===== config.mk =====
export PLATFORM = sky130hd
export DESIGN_NAME = st_control_sequencer
export DESIGN_NICKNAME = d
export VERILOG_FILES = /design/src/rtl/st_control_sequencer.sv
export SDC_FILE = /design/constraint.sdc
export NUM_CORES = 1
export LEC_CHECK = 0
export CORE_AREA = 4 4 61 63
export CTS_CLUSTER_DIAMETER = 120
export DETAILED_ROUTE_END_ITERATION = 10
export DIE_AREA = 0 0 65 67
export HOLD_SLACK_MARGIN = 0.05
export PLACE_DENSITY_LB_ADDON = 0.3
export SETUP_SLACK_MARGIN = 0.4
export SYNTH_ARGS = -nofsm -noshare
export SYNTH_HDL_FRONTEND = slang
export SYNTH_SLANG_ARGS = --single-unit

===== constraint.sdc =====
create_clock -name clock -period 5 [get_ports clock]
set_clock_uncertainty 0.15 [all_clocks]
set_input_delay 1 -clock clock [delete_from_list [all_inputs] [get_ports clock]]
set_output_delay 1 -clock clock [all_outputs]
set_load 0.05 [all_outputs]

===== src/rtl/st_control_sequencer.sv =====
// rtl/st_control_sequencer.sv - store-instruction control sequencer (fetch, EA add, MDR load, memory write)
module st_control_sequencer #(
  parameter logic [4:0]  ST_OPCODE   = 5'b00010,
  parameter logic [4:0]  ALU_INC     = 5'b11111,
  parameter logic [4:0]  ALU_ADD     = 5'b00011,
  parameter int unsigned MEM_TIMEOUT = 15
) (
  input  logic        clock,
  input  logic        clear,
  input  logic        start,
  input  logic [31:0] ir,
  input  logic        mem_ready,
  output logic        PCOut,
  output logic        MARIn,
  output logic        ZIn,
  output logic        ZLoOut,
  output logic        PCIn,
  output logic        MDRIn,
  output logic        MDROut,
  output logic        IRIn,
  output logic        Gra,
  output logic        Grb,
  output logic        BAOut,
  output logic        ROut,
  output logic        YIn,
  output logic        COut,
  output logic        memread,
  output logic        memwrite,
  output logic [4:0]  ALUCode,
  output logic        busy,
  output logic        done,
  output logic        illegal,
  output logic        timeout
);

  typedef enum logic [3:0] {
    S_IDLE, S_T0, S_T1, S_T2, S_T3, S_T4, S_T5, S_T6, S_T7, S_DONE, S_BAD, S_ERR
  } state_t;

  localparam logic [7:0] WAIT_LIMIT = 8'(MEM_TIMEOUT);

  state_t      state, state_n;
  logic [7:0]  wait_cnt, wait_cnt_n;
  logic [19:0] strobe_q, strobe_n;
  logic [4:0]  alu_q, alu_n;
  logic        ir_unused;

  assign ir_unused = ^ir[26:0];

  always_comb begin
    state_n    = state;
    wait_cnt_n = wait_cnt;
    case (state)
      S_IDLE: if (start) state_n = S_T0;
      S_T0: begin
        state_n    = S_T1;
        wait_cnt_n = 8'd0;
      end
      S_T1: begin
        if (mem_ready)                   state_n    = S_T2;
        else if (wait_cnt == WAIT_LIMIT) state_n    = S_ERR;
        else                             wait_cnt_n = wait_cnt + 8'd1;
      end
      S_T2: state_n = S_T3;
      S_T3: state_n = (ir[31:27] == ST_OPCODE) ? S_T4 : S_BAD;
      S_T4: state_n = S_T5;
      S_T5: state_n = S_T6;
      S_T6: begin
        state_n    = S_T7;
        wait_cnt_n = 8'd0;
      end
      S_T7: begin
        if (mem_ready)                   state_n    = S_DONE;
        else if (wait_cnt == WAIT_LIMIT) state_n    = S_ERR;
        else                             wait_cnt_n = wait_cnt + 8'd1;
      end
      default: state_n = S_IDLE;
    endcase
  end

  // Outputs are decoded from the next state so they register alongside it.
  // Bits: 0 PCOut 1 MARIn 2 ZIn 3 ZLoOut 4 PCIn 5 MDRIn 6 MDROut 7 IRIn 8 Gra 9 Grb
  //       10 BAOut 11 ROut 12 YIn 13 COut 14 memread 15 memwrite 16 busy 17 done 18 illegal 19 timeout
  always_comb begin
    strobe_n     = '0;
    alu_n        = 5'd0;
    strobe_n[16] = (state_n != S_IDLE);
    case (state_n)
      S_T0: begin
        strobe_n[2:0] = 3'b111;
        alu_n         = ALU_INC;
      end
      S_T1: begin
        strobe_n[3]  = (state == S_T0);
        strobe_n[4]  = (state == S_T0);
        strobe_n[5]  = 1'b1;
        strobe_n[14] = 1'b1;
      end
      S_T2: strobe_n[7:6] = 2'b11;
      S_T3: begin
        strobe_n[9]  = 1'b1;
        strobe_n[10] = 1'b1;
        strobe_n[12] = 1'b1;
      end
      S_T4: begin
        strobe_n[13] = 1'b1;
        strobe_n[2]  = 1'b1;
        alu_n        = ALU_ADD;
      end
      S_T5: begin
        strobe_n[3] = 1'b1;
        strobe_n[1] = 1'b1;
      end
      S_T6: begin
        strobe_n[8]  = 1'b1;
        strobe_n[11] = 1'b1;
        strobe_n[5]  = 1'b1;
      end
      S_T7:    strobe_n[15] = 1'b1;
      S_DONE:  strobe_n[17] = 1'b1;
      S_BAD:   strobe_n[18] = 1'b1;
      S_ERR:   strobe_n[19] = 1'b1;
      default: strobe_n[16] = 1'b0;
    endcase
  end

  always_ff @(posedge clock) begin
    if (!clear) begin
      state    <= S_IDLE;
      wait_cnt <= 8'd0;
      strobe_q <= '0;
      alu_q    <= 5'd0;
    end else begin
      state    <= state_n;
      wait_cnt <= wait_cnt_n;
      strobe_q <= strobe_n;
      alu_q    <= alu_n;
    end
  end

  assign PCOut    = strobe_q[0];
  assign MARIn    = strobe_q[1];
  assign ZIn      = strobe_q[2];
  assign ZLoOut   = strobe_q[3];
  assign PCIn     = strobe_q[4];
  assign MDRIn    = strobe_q[5];
  assign MDROut   = strobe_q[6];
  assign IRIn     = strobe_q[7];
  assign Gra      = strobe_q[8];
  assign Grb      = strobe_q[9];
  assign BAOut    = strobe_q[10];
  assign ROut     = strobe_q[11];
  assign YIn      = strobe_q[12];
  assign COut     = strobe_q[13];
  assign memread  = strobe_q[14];
  assign memwrite = strobe_q[15];
  assign busy     = strobe_q[16];
  assign done     = strobe_q[17];
  assign illegal  = strobe_q[18];
  assign timeout  = strobe_q[19];
  assign ALUCode  = alu_q;

endmodule

==> metrics.txt <==
# TYPE chip_impl_metric gauge
chip_impl_info{name="status",value="complete, no violations"} 1
chip_impl_metric{name="routed_wirelength",unit="um"} 2550
chip_impl_metric{name="multiInputGateArea",unit="sq um"} 657
chip_impl_metric{name="met3_usage",unit="%"} 1.85
chip_impl_metric{name="tightest_slew",unit="ns"} 0.579
chip_impl_info{name="critical_path.cell_chain",value="clkdlybuf4s50_1 -> or4b_4 -> o221a_1 -> o32ai_4 -> o21bai_1 -> nor2_1"} 1
chip_impl_metric{name="grt_pass1_wl",unit="um"} 4350
chip_impl_metric{name="ff2ff_setup_slack",unit="ns"} 2.84
chip_impl_metric{name="route.vias.total",unit=""} 1048
chip_impl_metric{name="mappedNetlistArea",unit="sq um"} 1360
chip_impl_metric{name="leakagePower",unit="nW"} 0.619
chip_impl_metric{name="starting_density_of_the_core",unit="%"} 42.1
chip_impl_info{name="whs_endpoint",value="wait_cnt[2]$_SDFFE_PN0P_"} 1
chip_impl_metric{name="final_hold_viol_count",unit=""} 0
chip_impl_metric{name="cts.clk_slew.worst_paths",unit="ns"} 0.14
chip_impl_info{name="rr_startpoint",value="wait_cnt[0]$_SDFFE_PN0P_"} 1
chip_impl_metric{name="hold_buf_cts",unit=""} 0
chip_impl_metric{name="cts_max_level",unit=""} 1
chip_impl_metric{name="crit_path_max_fanout",unit=""} 13
chip_impl_metric{name="initialDrtViolationCount",unit=""} 30
chip_impl_metric{name="place_hpwl",unit="um"} 1980
chip_impl_metric{name="worst-endpoint-arrival",unit="ns"} 2.88
chip_impl_metric{name="power.total",unit="W"} 0.000445
chip_impl_metric{name="first_global_vias",unit=""} 1006
chip_impl_metric{name="async_s_r_ff_share_synth",unit="%"} 0
chip_impl_metric{name="ant_nets",unit=""} 0
chip_impl_metric{name="synth_fp_nets",unit=""} 180
chip_impl_info{name="startpoint_type_of_the_worst_setup_path",value="input port"} 1
chip_impl_metric{name="timing.final.max_slew_violations",unit=""} 0
chip_impl_metric{name="fp.dieH",unit="um"} 67
chip_impl_metric{name="reg2reg_depth",unit=""} 6
chip_impl_metric{name="design.final.nets",unit=""} 203
chip_impl_metric{name="clock_sink_count",unit=""} 28
chip_impl_metric{name="clock.fmax",unit="GHz"} 0.355
chip_impl_info{name="grt_setup_unrepaired",value="no"} 1
chip_impl_metric{name="finish.instance_area",unit="sq um"} 1670
chip_impl_metric{name="area_delta_synth_final",unit="%"} 22.6
chip_impl_info{name="globalRoute.busiestLayer",value="met2"} 1
chip_impl_metric{name="grt_start_max_net_pins",unit=""} 16
chip_impl_metric{name="groute.layer.met1.usage",unit="%"} 14.4
chip_impl_info{name="setup_crit_path_kind",value="in2reg"} 1
chip_impl_metric{name="drive_gt1_share",unit="%"} 9.09
chip_impl_info{name="cts_root_buffer_type",value="sky130_fd_sc_hd__clkbuf_4"} 1
chip_impl_metric{name="die-width",unit="um"} 65
chip_impl_metric{name="synth_edf_count",unit=""} 0
chip_impl_metric{name="diodes",unit=""} 0
chip_impl_metric{name="cap_viol_max_count",unit=""} 0
chip_impl_metric{name="finalSetupViolations",unit=""} 0
chip_impl_metric{name="numCtsBuffers",unit=""} 3
chip_impl_metric{name="globalRouteMet2Util",unit="%"} 23.8
chip_impl_metric{name="worstHoldPathCells",unit=""} 2
chip_impl_metric{name="cts_max_path_buffers",unit=""} 2
chip_impl_info{name="critical_path.reg2reg.endpoint",value="strobe_q[14]$_SDFF_PN0_"} 1
chip_impl_metric{name="avgRoutedWirePerCell",unit="um"} 12.1
chip_impl_info{name="worst_setup_path_end_kind",value="flip-flop"} 1
chip_impl_metric{name="avgSynthCellArea",unit="sq um"} 9.51
chip_impl_metric{name="final_cells",unit=""} 211
chip_impl_metric{name="register_area",unit="sq um"} 561
chip_impl_metric{name="clk-insertion-delay-late",unit="ns"} 0.32
chip_impl_metric{name="number_of_antenna_violations_at_the_first_check_in_global_routing",unit=""} 0
chip_impl_metric{name="postPlaceCellArea",unit="sq um"} 1630
chip_impl_info{name="tritoncts_clock_tree",value="done"} 1
chip_impl_metric{name="boundaryPins",unit=""} 61
chip_impl_metric{name="yosys_warnings",unit=""} 0
chip_impl_metric{name="postcts_setup_bufs",unit=""} 0
chip_impl_metric{name="drc",unit=""} 0
chip_impl_metric{name="post_cts_resize_count",unit=""} 0
chip_impl_metric{name="grt-ovfl-total",unit=""} 0
chip_impl_metric{name="drt-pass1-iter-count",unit=""} 4
chip_impl_metric{name="grt_usage",unit="%"} 12.7
chip_impl_metric{name="floorplan.rows",unit=""} 21
chip_impl_metric{name="post_synth_num_cell_types",unit=""} 44
chip_impl_metric{name="irDropWorstVdd",unit="mV"} 0.136
chip_impl_metric{name="finalCriticalPeriod",unit="ns"} 2.82
chip_impl_metric{name="min_period_over_period",unit="%"} 56.3
chip_impl_metric{name="num-fill-cells",unit=""} 334
chip_impl_info{name="yosys_most_used_dff",value="sky130_fd_sc_hd__dfxtp_1"} 1
chip_impl_metric{name="syn-instance-count",unit=""} 143
chip_impl_metric{name="worst_slew_margin_rel",unit="%"} 61.1
chip_impl_metric{name="placedCellCount",unit=""} 207
chip_impl_metric{name="detail_route.vias_per_cell",unit=""} 4.97
chip_impl_info{name="worst_hold_startpoint",value="wait_cnt[2]$_SDFFE_PN0P_"} 1
chip_impl_metric{name="io_buffer_count",unit=""} 33
chip_impl_metric{name="floorplan.die_area",unit="sq um"} 4360
chip_impl_metric{name="core",unit="sq um"} 3230
chip_impl_info{name="worst_path_max_delay_cell",value="sky130_fd_sc_hd__or4b_4"} 1
chip_impl_metric{name="power-per-cell-area",unit="nW/um^2"} 267
chip_impl_metric{name="finalSetupTns",unit="ns"} 0
chip_impl_metric{name="synth.ff_latch_count",unit=""} 28
chip_impl_metric{name="yosysSeqAreaShare",unit="%"} 41.2
chip_impl_info{name="hold_path_class",value="reg2reg"} 1
chip_impl_metric{name="place_congestion",unit=""} 0.773
chip_impl_metric{name="crit_path_max_incr_delay",unit="ns"} 0.55
chip_impl_metric{name="critical_path_required",unit="ns"} 5.07
## critical path: cells and delay by family
kind,cells,cell delay (ns)
AO/OA/AOI/OAI,3,0.83
AND/OR/NAND/NOR,2,0.65
buffers and inverters,1,0.40
## power by group
| group | internal (W) | switching [W] |
|---|---|---|
| registers | 0.000230 | 0.00000651 |
| clock network | 0.0000446 | 0.0000619 |
| logic | 0.0000383 | 0.0000633 |
## layer usage
layer | share of wire [%] | vias up
met5 | 0 | -
met3 | 5.3 | 4
li1 | - | 525
met1 | 42 | 488
met4 | 1.9 | 0
met2 | 50 | 31
## synth_stat cells (2+ instances only)
cell type,number,area share [%]
sky130_fd_sc_hd__buf_6,3,2.5
sky130_fd_sc_hd__nand3_1,4,1.5
sky130_fd_sc_hd__o211ai_1,2,1.1
sky130_fd_sc_hd__o2bb2ai_1,2,1.3
sky130_fd_sc_hd__o2111ai_1,2,1.3
sky130_fd_sc_hd__buf_2,3,1.1
sky130_fd_sc_hd__and2_1,3,1.4
sky130_fd_sc_hd__a21oi_1,6,2.2
sky130_fd_sc_hd__nor2_1,14,3.9
sky130_fd_sc_hd__inv_1,7,1.9
sky130_fd_sc_hd__xor2_1,6,3.9
sky130_fd_sc_hd__nor2b_1,5,2.3
sky130_fd_sc_hd__nor3_1,4,1.5
sky130_fd_sc_hd__or2_2,2,0.92
sky130_fd_sc_hd__nand2_1,6,1.7
sky130_fd_sc_hd__nand2b_1,5,2.3
sky130_fd_sc_hd__o21ai_0,2,0.74
sky130_fd_sc_hd__and3_1,3,1.4
sky130_fd_sc_hd__nor3b_1,4,2.2
sky130_fd_sc_hd__dfxtp_1,28,41
sky130_fd_sc_hd__buf_4,9,5.0
## logic make-up after synthesis
| logic type | Yosys count | share of synthesized area [%] |
|---|---|---|
| AO/OA/AOI/OAI | 25 | 15.9 |
| XOR/XNOR | 7 | 5.06 |
| adder cells (fa/ha/maj) | 1 | 0.920 |
| buffers and inverters | 22 | 10.5 |
| flip-flops | 28 | 41.2 |
| AND/OR/NAND/NOR | 60 | 26.4 |
## state kept, by name (all words and copies together) (netlist names)
| name | cells |
|---|---|
| strobe_q | 16 |
| wait_cnt | 8 |
| state | 4 |
## cell type report
cell class	instances	share of cell area, %
sequential	28	33.6
timing repair buffer	33	19.8
inverter	7	1.58
multi-input combinational	93	39.4
clock buffer	4	2.18
tap	46	3.45
## through the flow
step	utilization [%]	hold slack [ns]	setup slack, ns
after floorplan	-	0.336	2.42
after global placement	50.5	0.359	1.87
after detailed placement	50.5	0.405	1.81
after CTS	51.6	0.441	2.18
after global routing	51.6	0.476	2.07
final	51.6	0.433	2.18
## cells in the final DEF, fill, tap and decap left out, drive strengths merged, types with 2 or more instances in the layout
cell type,instances
o2111ai,2
nand2,6
nor2,15
o211ai,2
and3,3
a21oi,6
inv,7
dfxtp,28
or2,4
clkdlybuf4s50,33
nor2b,5
clkbuf,4
nand2b,5
nor3b,5
o21ai,4
xor2,6
o2bb2ai,2
nor3,4
and2,3
nand3,4
## worst max path at each step
stage | startpoint | end | cells after the start
after floorplan | ir[30] | strobe_q[16]$_SDFF_PN0_ | 6
after global placement | ir[30] | strobe_q[1]$_SDFF_PN0_ | 6
after detailed placement | ir[30] | strobe_q[14]$_SDFF_PN0_ | 6
after CTS | ir[30] | strobe_q[14]$_SDFF_PN0_ | 6
after global routing | ir[30] | strobe_q[5]$_SDFF_PN0_ | 6
final | ir[30] | strobe_q[14]$_SDFF_PN0_ | 6
(Power assumes the default switching activity.)
